`src/rtl/led_pattern_counter.sv`:
```
// led_pattern_counter: prescaled LED pattern generator.
// A prescaler divides clk down to a step rate. On each step the LED register advances in the
// selected pattern: binary up, binary down, ring rotate or one-hot bounce.
// Optional feature: define LED_PATTERN_WRAP_EN to add the 'wrap' output, which pulses with
// 'step' on the step that completes a pattern period.
module led_pattern_counter #(
   parameter int unsigned C_WIDTH      = 16,
   parameter int unsigned C_MAX_COUNT  = 100000000,
   parameter int unsigned C_PRESCALE_W = 27
) (
   input  logic               clk,
   input  logic               reset,
   input  logic               en,
   input  logic [1:0]         mode,
   output logic [C_WIDTH-1:0] led,
`ifdef LED_PATTERN_WRAP_EN
   output logic               wrap,
`endif
   output logic               step
);

   typedef enum logic [1:0] {ModeUp, ModeDown, ModeRing, ModeBounce} mode_e;
   typedef enum logic {DirLeft, DirRight} dir_e;

   localparam logic [C_PRESCALE_W-1:0] PrescLast = C_PRESCALE_W'(C_MAX_COUNT - 1);
   localparam logic [C_PRESCALE_W-1:0] PrescOne  = C_PRESCALE_W'(1);
   localparam logic [C_WIDTH-1:0]      LedOne    = C_WIDTH'(1);
   localparam logic [C_WIDTH-1:0]      LedTwo    = C_WIDTH'(2);
   localparam logic [C_WIDTH-1:0]      LedTop    = {1'b1, {(C_WIDTH-1){1'b0}}};

   logic [C_PRESCALE_W-1:0] presc_q;
   mode_e                   mode_q;
   dir_e                    dir_q;

   logic               mode_change;
   logic               step_event;
   logic               led_onehot;
   logic [C_WIDTH-1:0] led_init;
   logic [C_WIDTH-1:0] led_next;
   dir_e               dir_next;

   assign mode_change = (mode != mode_q);
   assign step_event  = en && (presc_q == PrescLast);
   assign led_onehot  = (led != '0) && ((led & (led - LedOne)) == '0);
   // Ring and bounce (mode[1] set) start from bit 0; the counters start from zero.
   assign led_init    = mode[1] ? LedOne : '0;

   // Next pattern value and bounce direction for a step in the current mode.
   always_comb begin
      led_next = led;
      dir_next = dir_q;
      case (mode_q)
         ModeUp:   led_next = led + LedOne;
         ModeDown: led_next = led - LedOne;
         ModeRing: begin
            if (led_onehot) begin
               led_next = {led[C_WIDTH-2:0], led[C_WIDTH-1]};
            end else begin
               led_next = LedOne;
            end
         end
         ModeBounce: begin
            if (!led_onehot) begin
               // Corrupted state: restart the sweep from bit 0.
               led_next = LedOne;
               dir_next = DirLeft;
            end else if (dir_q == DirLeft) begin
               if (led == LedTop) begin
                  led_next = led >> 1;
                  dir_next = DirRight;
               end else begin
                  led_next = led << 1;
               end
            end else begin
               if (led == LedOne) begin
                  led_next = led << 1;
                  dir_next = DirLeft;
               end else begin
                  led_next = led >> 1;
               end
            end
         end
         default: ;
      endcase
   end

   // Prescaler, mode register and LED state; a mode change overrides enable and step.
   always_ff @(posedge clk or posedge reset) begin
      if (reset) begin
         presc_q <= '0;
         mode_q  <= ModeUp;
         dir_q   <= DirLeft;
         led     <= '0;
         step    <= 1'b0;
      end else if (mode_change) begin
         mode_q  <= mode_e'(mode);
         presc_q <= '0;
         dir_q   <= DirLeft;
         led     <= led_init;
         step    <= 1'b0;
      end else if (en) begin
         if (step_event) begin
            presc_q <= '0;
            led     <= led_next;
            dir_q   <= dir_next;
            step    <= 1'b1;
         end else begin
            presc_q <= presc_q + PrescOne;
            step    <= 1'b0;
         end
      end else begin
         step <= 1'b0;
      end
   end

`ifdef LED_PATTERN_WRAP_EN
   logic wrap_event;

   // Detect the step that closes one full period of the current pattern.
   always_comb begin
      wrap_event = 1'b0;
      case (mode_q)
         ModeUp:     wrap_event = (led == '1);
         ModeDown:   wrap_event = (led == '0);
         ModeRing:   wrap_event = (led == LedTop);
         ModeBounce: wrap_event = (led == LedTwo) && (led_next == LedOne);
         default:    wrap_event = 1'b0;
      endcase
   end

   // Registered wrap pulse, aligned with step; never set by a mode-change load.
   always_ff @(posedge clk or posedge reset) begin
      if (reset) begin
         wrap <= 1'b0;
      end else if (mode_change) begin
         wrap <= 1'b0;
      end else begin
         wrap <= step_event && wrap_event;
      end
   end
`endif

endmodule

```
`config.mk`:
```
export PLATFORM = sky130hd
export DESIGN_NAME = led_pattern_counter
export DESIGN_NICKNAME = d
export VERILOG_FILES = /design/src/rtl/led_pattern_counter.sv
export SDC_FILE = /design/constraint.sdc
export NUM_CORES = 1
export LEC_CHECK = 0
export CAP_MARGIN = 20
export CELL_PAD_IN_SITES_DETAIL_PLACEMENT = 1
export CELL_PAD_IN_SITES_GLOBAL_PLACEMENT = 1
export CORE_AREA = 2 2 94 96
export DETAILED_ROUTE_END_ITERATION = 8
export DIE_AREA = 0 0 96 98
export HOLD_SLACK_MARGIN = 0.12
export PLACE_DENSITY_LB_ADDON = 0.25
export SLEW_MARGIN = 0
export SYNTH_ARGS = -nofsm -noshare
export SYNTH_HDL_FRONTEND = slang
export SYNTH_SLANG_ARGS = --single-unit
```
`constraint.sdc`:
```
create_clock -name clk -period 3 [get_ports clk]
set_input_delay 0.3 -clock clk [delete_from_list [all_inputs] [get_ports clk]]
set_output_delay 0.3 -clock clk [all_outputs]
set_load 0.02 [all_outputs]
```
=== Word level (Yosys, flattened, before mapping) ===
Cells that the tools add are included.

* Register bits after elaboration: 47
* Input port bits: 5
* Output and inout bits: 17
* Word-level logic and storage cells: 50

* $add $sub $neg: 3
* Equality and inequality tests: 7
* Mux-type cells: 24
* Bitwise logic cells: 1
* Reduce and logical (&&, ||, !) cells: 10

{| class="wikitable"
|+ Operators by type and width
! kind !! count
|-
| two-way mux 16 bit || 8
|-
| two-way mux 27 bit || 3
|-
| one-hot mux 16 bit (4 select lines) || 1
|-
| adder 27 x 1 -> 27 bit (second input constant) || 1
|-
| equality test 27 bit (second input constant) || 1
|-
| adder 16 x 1 -> 16 bit (second input constant) || 1
|-
| bitwise AND 16 bit || 1
|-
| equality test 16 x 1 -> 1 bit (second input constant) || 1
|-
| equality test 16 bit (second input constant) || 1
|-
| logical NOT 16 bit || 1
|-
| nonzero test 16 bit || 1
|-
| subtractor 16 x 1 -> 16 bit (second input constant) || 1
|-
| two-way mux 1 bit || 12
|-
| nonzero test 2 bit || 3
|-
| equality test 2 bit (second input constant) || 2
|-
| AND reduction 3 bit || 1
|-
| equality test 2 x 1 -> 1 bit (second input constant) || 1
|-
| logical AND 1 bit || 2
|-
| logical NOT 2 bit || 1
|-
| != test 2 bit || 1
|-
| AND reduction 2 bit || 1
|}

=== Depth between registers and ports, before layout ===
Gate-level depths: netlist of the first run.

* Depth after elaboration: 9
* Gate-level depth with buffers: 16
* Mapped depth without buffers: 13

=== Worst setup path before layout of the first run ===
Ideal clock, no wire load.

* Path kind: reg2reg
* From: register led[4]
* To: register led[14]
* Setup time: 0.078 ns
* Arrival: 3.396 ns
* Required time: 2.922 ns
* Path slack: -0.474 ns
* Cell stages (with the launch flop): 16
* Buffers on the path: 4
* Period minus slack after synthesis: 3.474 ns
* Cell sequence: dfrtp_1 -> buf_2 -> or4_1 -> clkbuf_1 -> nor4_1 -> inv_1 -> or3_1 -> ha_1 -> nor4_1 -> nand4_1 -> a21o_1 -> clkbuf_1 -> or3_1 -> buf_6 -> nor3_2 -> o21bai_1

* Cells in the longest elaborated chain, start to end: 9

{| class="wikitable"
|+ RTL lines
! item !! RTL line !! text
|-
| start, declared || 15 || <nowiki>output logic [C_WIDTH-1:0] led,</nowiki>
|-
| start signal, assigned || 99 || <nowiki>led <= led_init;</nowiki>
|-
| start signal, assigned || 104 || <nowiki>led <= led_next;</nowiki>
|-
| subtractor 16 x 1 -> 16 bit || 44, 54 ||
|-
| bitwise AND 16 bit || 44 || <nowiki>assign led_onehot = (led != '0) && ((led & (led - LedOne)) == '0);</nowiki>
|-
| logical NOT 16 bit || 44 ||
|-
| logical AND 1 bit || 44 ||
|-
| two-way mux 16 bit, on equally long branches || 63, 56 ||
|-
| one-hot mux 16 bit (4 select lines) (*) || 52 || <nowiki>case (mode_q)</nowiki>
|-
| two-way mux 16 bit (*) || 102 || <nowiki>if (step_event) begin</nowiki>
|-
| two-way mux 16 bit (*) || 101 || <nowiki>end else if (en) begin</nowiki>
|-
| two-way mux 16 bit (*) || 95 || <nowiki>end else if (mode_change) begin</nowiki>
|}

Every way passes the cells marked *; elsewhere a longest branch is shown, timed or not. The select of a mux whose other input is x is not followed.
A chain may end at the register's enable or synchronous reset.

=== Final worst setup path of the first run ===
* From: register led[5]
* To: register led[14]

Same word-level chain as after synthesis.

==> results.yml, run 1 <==
sta:
  drv_slew: 0
  slew-limit-headroom: 0.568
  hold_viol_final: 0
  setup_ws_ps: -178
  fin_crit_sh: 1.06
  clock_skew_ps: 10.7
  setup_viol: 15
  holdWs_ps: 368
  period_needed_ps: 3180
  timing.fmax_mhz: 315
  worstMarginPinSlew_ps: 646
  rsz0062_at_grt: "yes"
floorplanning:
  die_x_um: 96
  dieArea_sq_um: 9410
  row_count: 34
  io_pins: 22
  die_h_um: 98
  initial_core_util: 0.401
  core_area_sq_um: 8470
clocking:
  cts_hold_buf: 0
  cts_tree: "done"
  post_cts_buffers: 0
  numCtsBuffers: 5
  clk_path_buf_depth: 2
  clockRootBuffer: "clkbuf_8"
  clk_latency_ps: 300
  cts_sinks: 47
  path_clk_slew_ps: 100
  htreeDepth: 2
global_routing:
  met1_usage: 0.320
  grtUsageMet2: 0.429
  grt_pass1_wl_mm: 18.6
  top_usage_layer: "met2"
  grt_usage: 0.252
  grt_max_degree: 28
  grt_pass1_vias: 3673
  overflow: 0
  antenna_found_initial: 0
  use_met3: 0.0255
finish:
  final_area_sq_um: 4270
  final_common_cell: "buf_4"
  fin_nets: 494
  most-common-layout-cells: "buf_4, nand2_1, nor2_1, dfrtp_1, a21oi_1"
  synthToLayoutAreaGrowth_pct: 25.7
  finish.utilization: 0.504
  layout-drive-gt1-share: 0.203
  n_antenna_cell: 0
worst_setup_path:
  crit_path_top_delay_cell: "or4_4"
  cp-end-kind: "register"
  crit_required_ps: 3230
  path_cells: "or4_4 -> nor4_4 -> inv_1 -> or3_4 -> ha_4 -> nor4_4 -> nand4_1 -> a21o_1 -> or3_4 -> nor3_2 -> o21bai_1"
  cp_num_buf_inv: 1
  critPathMaxFanout: 5
  start_kind: "register"
  worstPathArrival_ps: 3410
  critPathKind: "register to register"
  crit_family: "simple AND/OR/NAND/NOR gates"
  cpPeakStageDelay_ps: 560
logic_synthesis:
  syn_nets: 443
  yosys-top-cells-area: "dfrtp_1, ha_1, nand2_1"
  yosysTopAreaCell: "dfrtp_1"
  syn_area_sq_um: 3390
  ys_warn_count: 0
  yosysSeqAreaShare: 0.347
  syn_inst: 420
  ys_seq_elements: 47
  synth.distinct_cells: 53
  synth_top_area_frac: 0.347
  yosys_most_used_dff: "dfrtp_1"
  synth_edf_count: 0
  synthArstFlopShare: 1.00
  syn_area_per_cell_sq_um: 8.08
placement:
  gp_congestion: 0.896
  placed_area_sq_um: 4020
  dp_slack_ps: -221
  io_buffers: 21
  dp_hpwl_mm: 8.42
route:
  wl_mm: 11.2
  via_count: 3438
  drc_errors: 0
  viasPerCell: 5.93
  post_drt_wl_per_cell_um: 19.3
  drt_iter0_markers: 163
  drtAntennaViolNets: 0
  dr.pass1.iters: 4
power_and_ir_drop:
  p_total_mw: 1.26
  power.leakage_nw: 1.76
  power_density_nw_per_um2: 296
  ir_worst_vdd_mv: 0.216
min_path:
  hp-class: "input pin to asynchronous set/reset pin"
job:
  cap_violations: 0
outcome:
  status: "finished, violations left"
  violations: "setup timing"
[power breakdown]
| group | total [mW] | switching, mW | internal [mW] | leakage (nW) |
|---|---|---|---|---|
| sequential | 0.641 | 0.00385 | 0.637 | 0.646 |
| combinational | 0.212 | 0.126 | 0.0862 | 1.06 |
| clock | 0.409 | 0.223 | 0.187 | 0.0482 |
[area by class of cell]
type | instances | area, sq um
Clock buffer | 7 | 86.3
Clock inverter | 1 | 5.00
Fill cell | 1030 | 4200
Inverter | 15 | 56.3
Multi-Input combinational cell | 329 | 2200
Sequential cell | 47 | 1180
Tap cell | 108 | 135
Timing Repair Buffer | 73 | 608
[path summary, 6_finish.rpt]
| check | from | endpoint | slack, ps | cells past startpoint |
|---|---|---|---|---|
| max in group asynchronous | reset | presc_q[0] | 1900 | 3 |
| worst min register to register | dir_q | dir_q | 570 | 2 |
| worst min-delay path | reset | led[0] | 370 | 2 |
| worst max-delay path | led[5] | led[14] | -180 | 11 |
| min in group clk | mode[0] | mode_q[0] | 500 | 1 |
| worst max register to register | led[5] | led[14] | -180 | 11 |
[state kept, by name, indices dropped and copies added, names as in the netlist]
name,flops
led,16
dir_q,1
presc_q,27
mode_q,2
step,1
[per-stage QoR]
step           instances  TNS [ps]
6_report             580     -1660
4_1_cts              580     -2580
3_3_place_gp         572      -653
2_1_floorplan        420     -2260
3_5_place_dp         572     -2290
5_1_grt              580     -3860
[kinds of logic after synthesis]
| logic type | share of synthesized area |
|---|---|
| flip-flops | 0.347 |
| XOR/XNOR | 0.0800 |
| AND/OR/NAND/NOR | 0.281 |
| buffers and inverters | 0.0524 |
| multiplexers | 0.0181 |
| AO/OA/AOI/OAI | 0.155 |
| adder cells (fa/ha/maj) | 0.0664 |
[cells in the mapped netlist, types with 13 or more instances]
| cell type | number |
|---|---|
| dfrtp_1 | 47 |
| nand3_1 | 15 |
| ha_1 | 18 |
| xor2_1 | 17 |
| or3_1 | 13 |
| o21ai_0 | 17 |
| a21oi_1 | 26 |
| xnor2_1 | 14 |
| nor2_1 | 47 |
| nand4_1 | 13 |
| clkbuf_1 | 23 |
| nand2_1 | 50 |
| inv_1 | 15 |
[per-layer routing]
layer	part of all wire	up-vias	wire, um
met4	0.028	0	314
met2	0.52	88	5810
met1	0.42	1720	4730
met3	0.030	23	334
met5	0	-	0
li1	-	1607	-
[what timing repair did]
item	CTS	global route
endpoints found under the setup margin	15	17
resized for setup	15	18
pin swaps	4	5
endpoints found under the hold margin	0	0
Note: power is estimated with default switching activity, not from simulation.
==> inputs of run 2 (changes only) <==
CTS_CLUSTER_DIAMETER = 40   (was unset)
SLEW_MARGIN = 20   (was 0)
==> results of run 2 <==
No change in the layout: final DEF, timing and power equal those of run 1.
==> inputs of run 3 (changes only) <==
CTS_CLUSTER_SIZE = 30   (was unset)
==> results of run 3 <==
No change in the layout: final DEF, timing and power equal those of run 1.
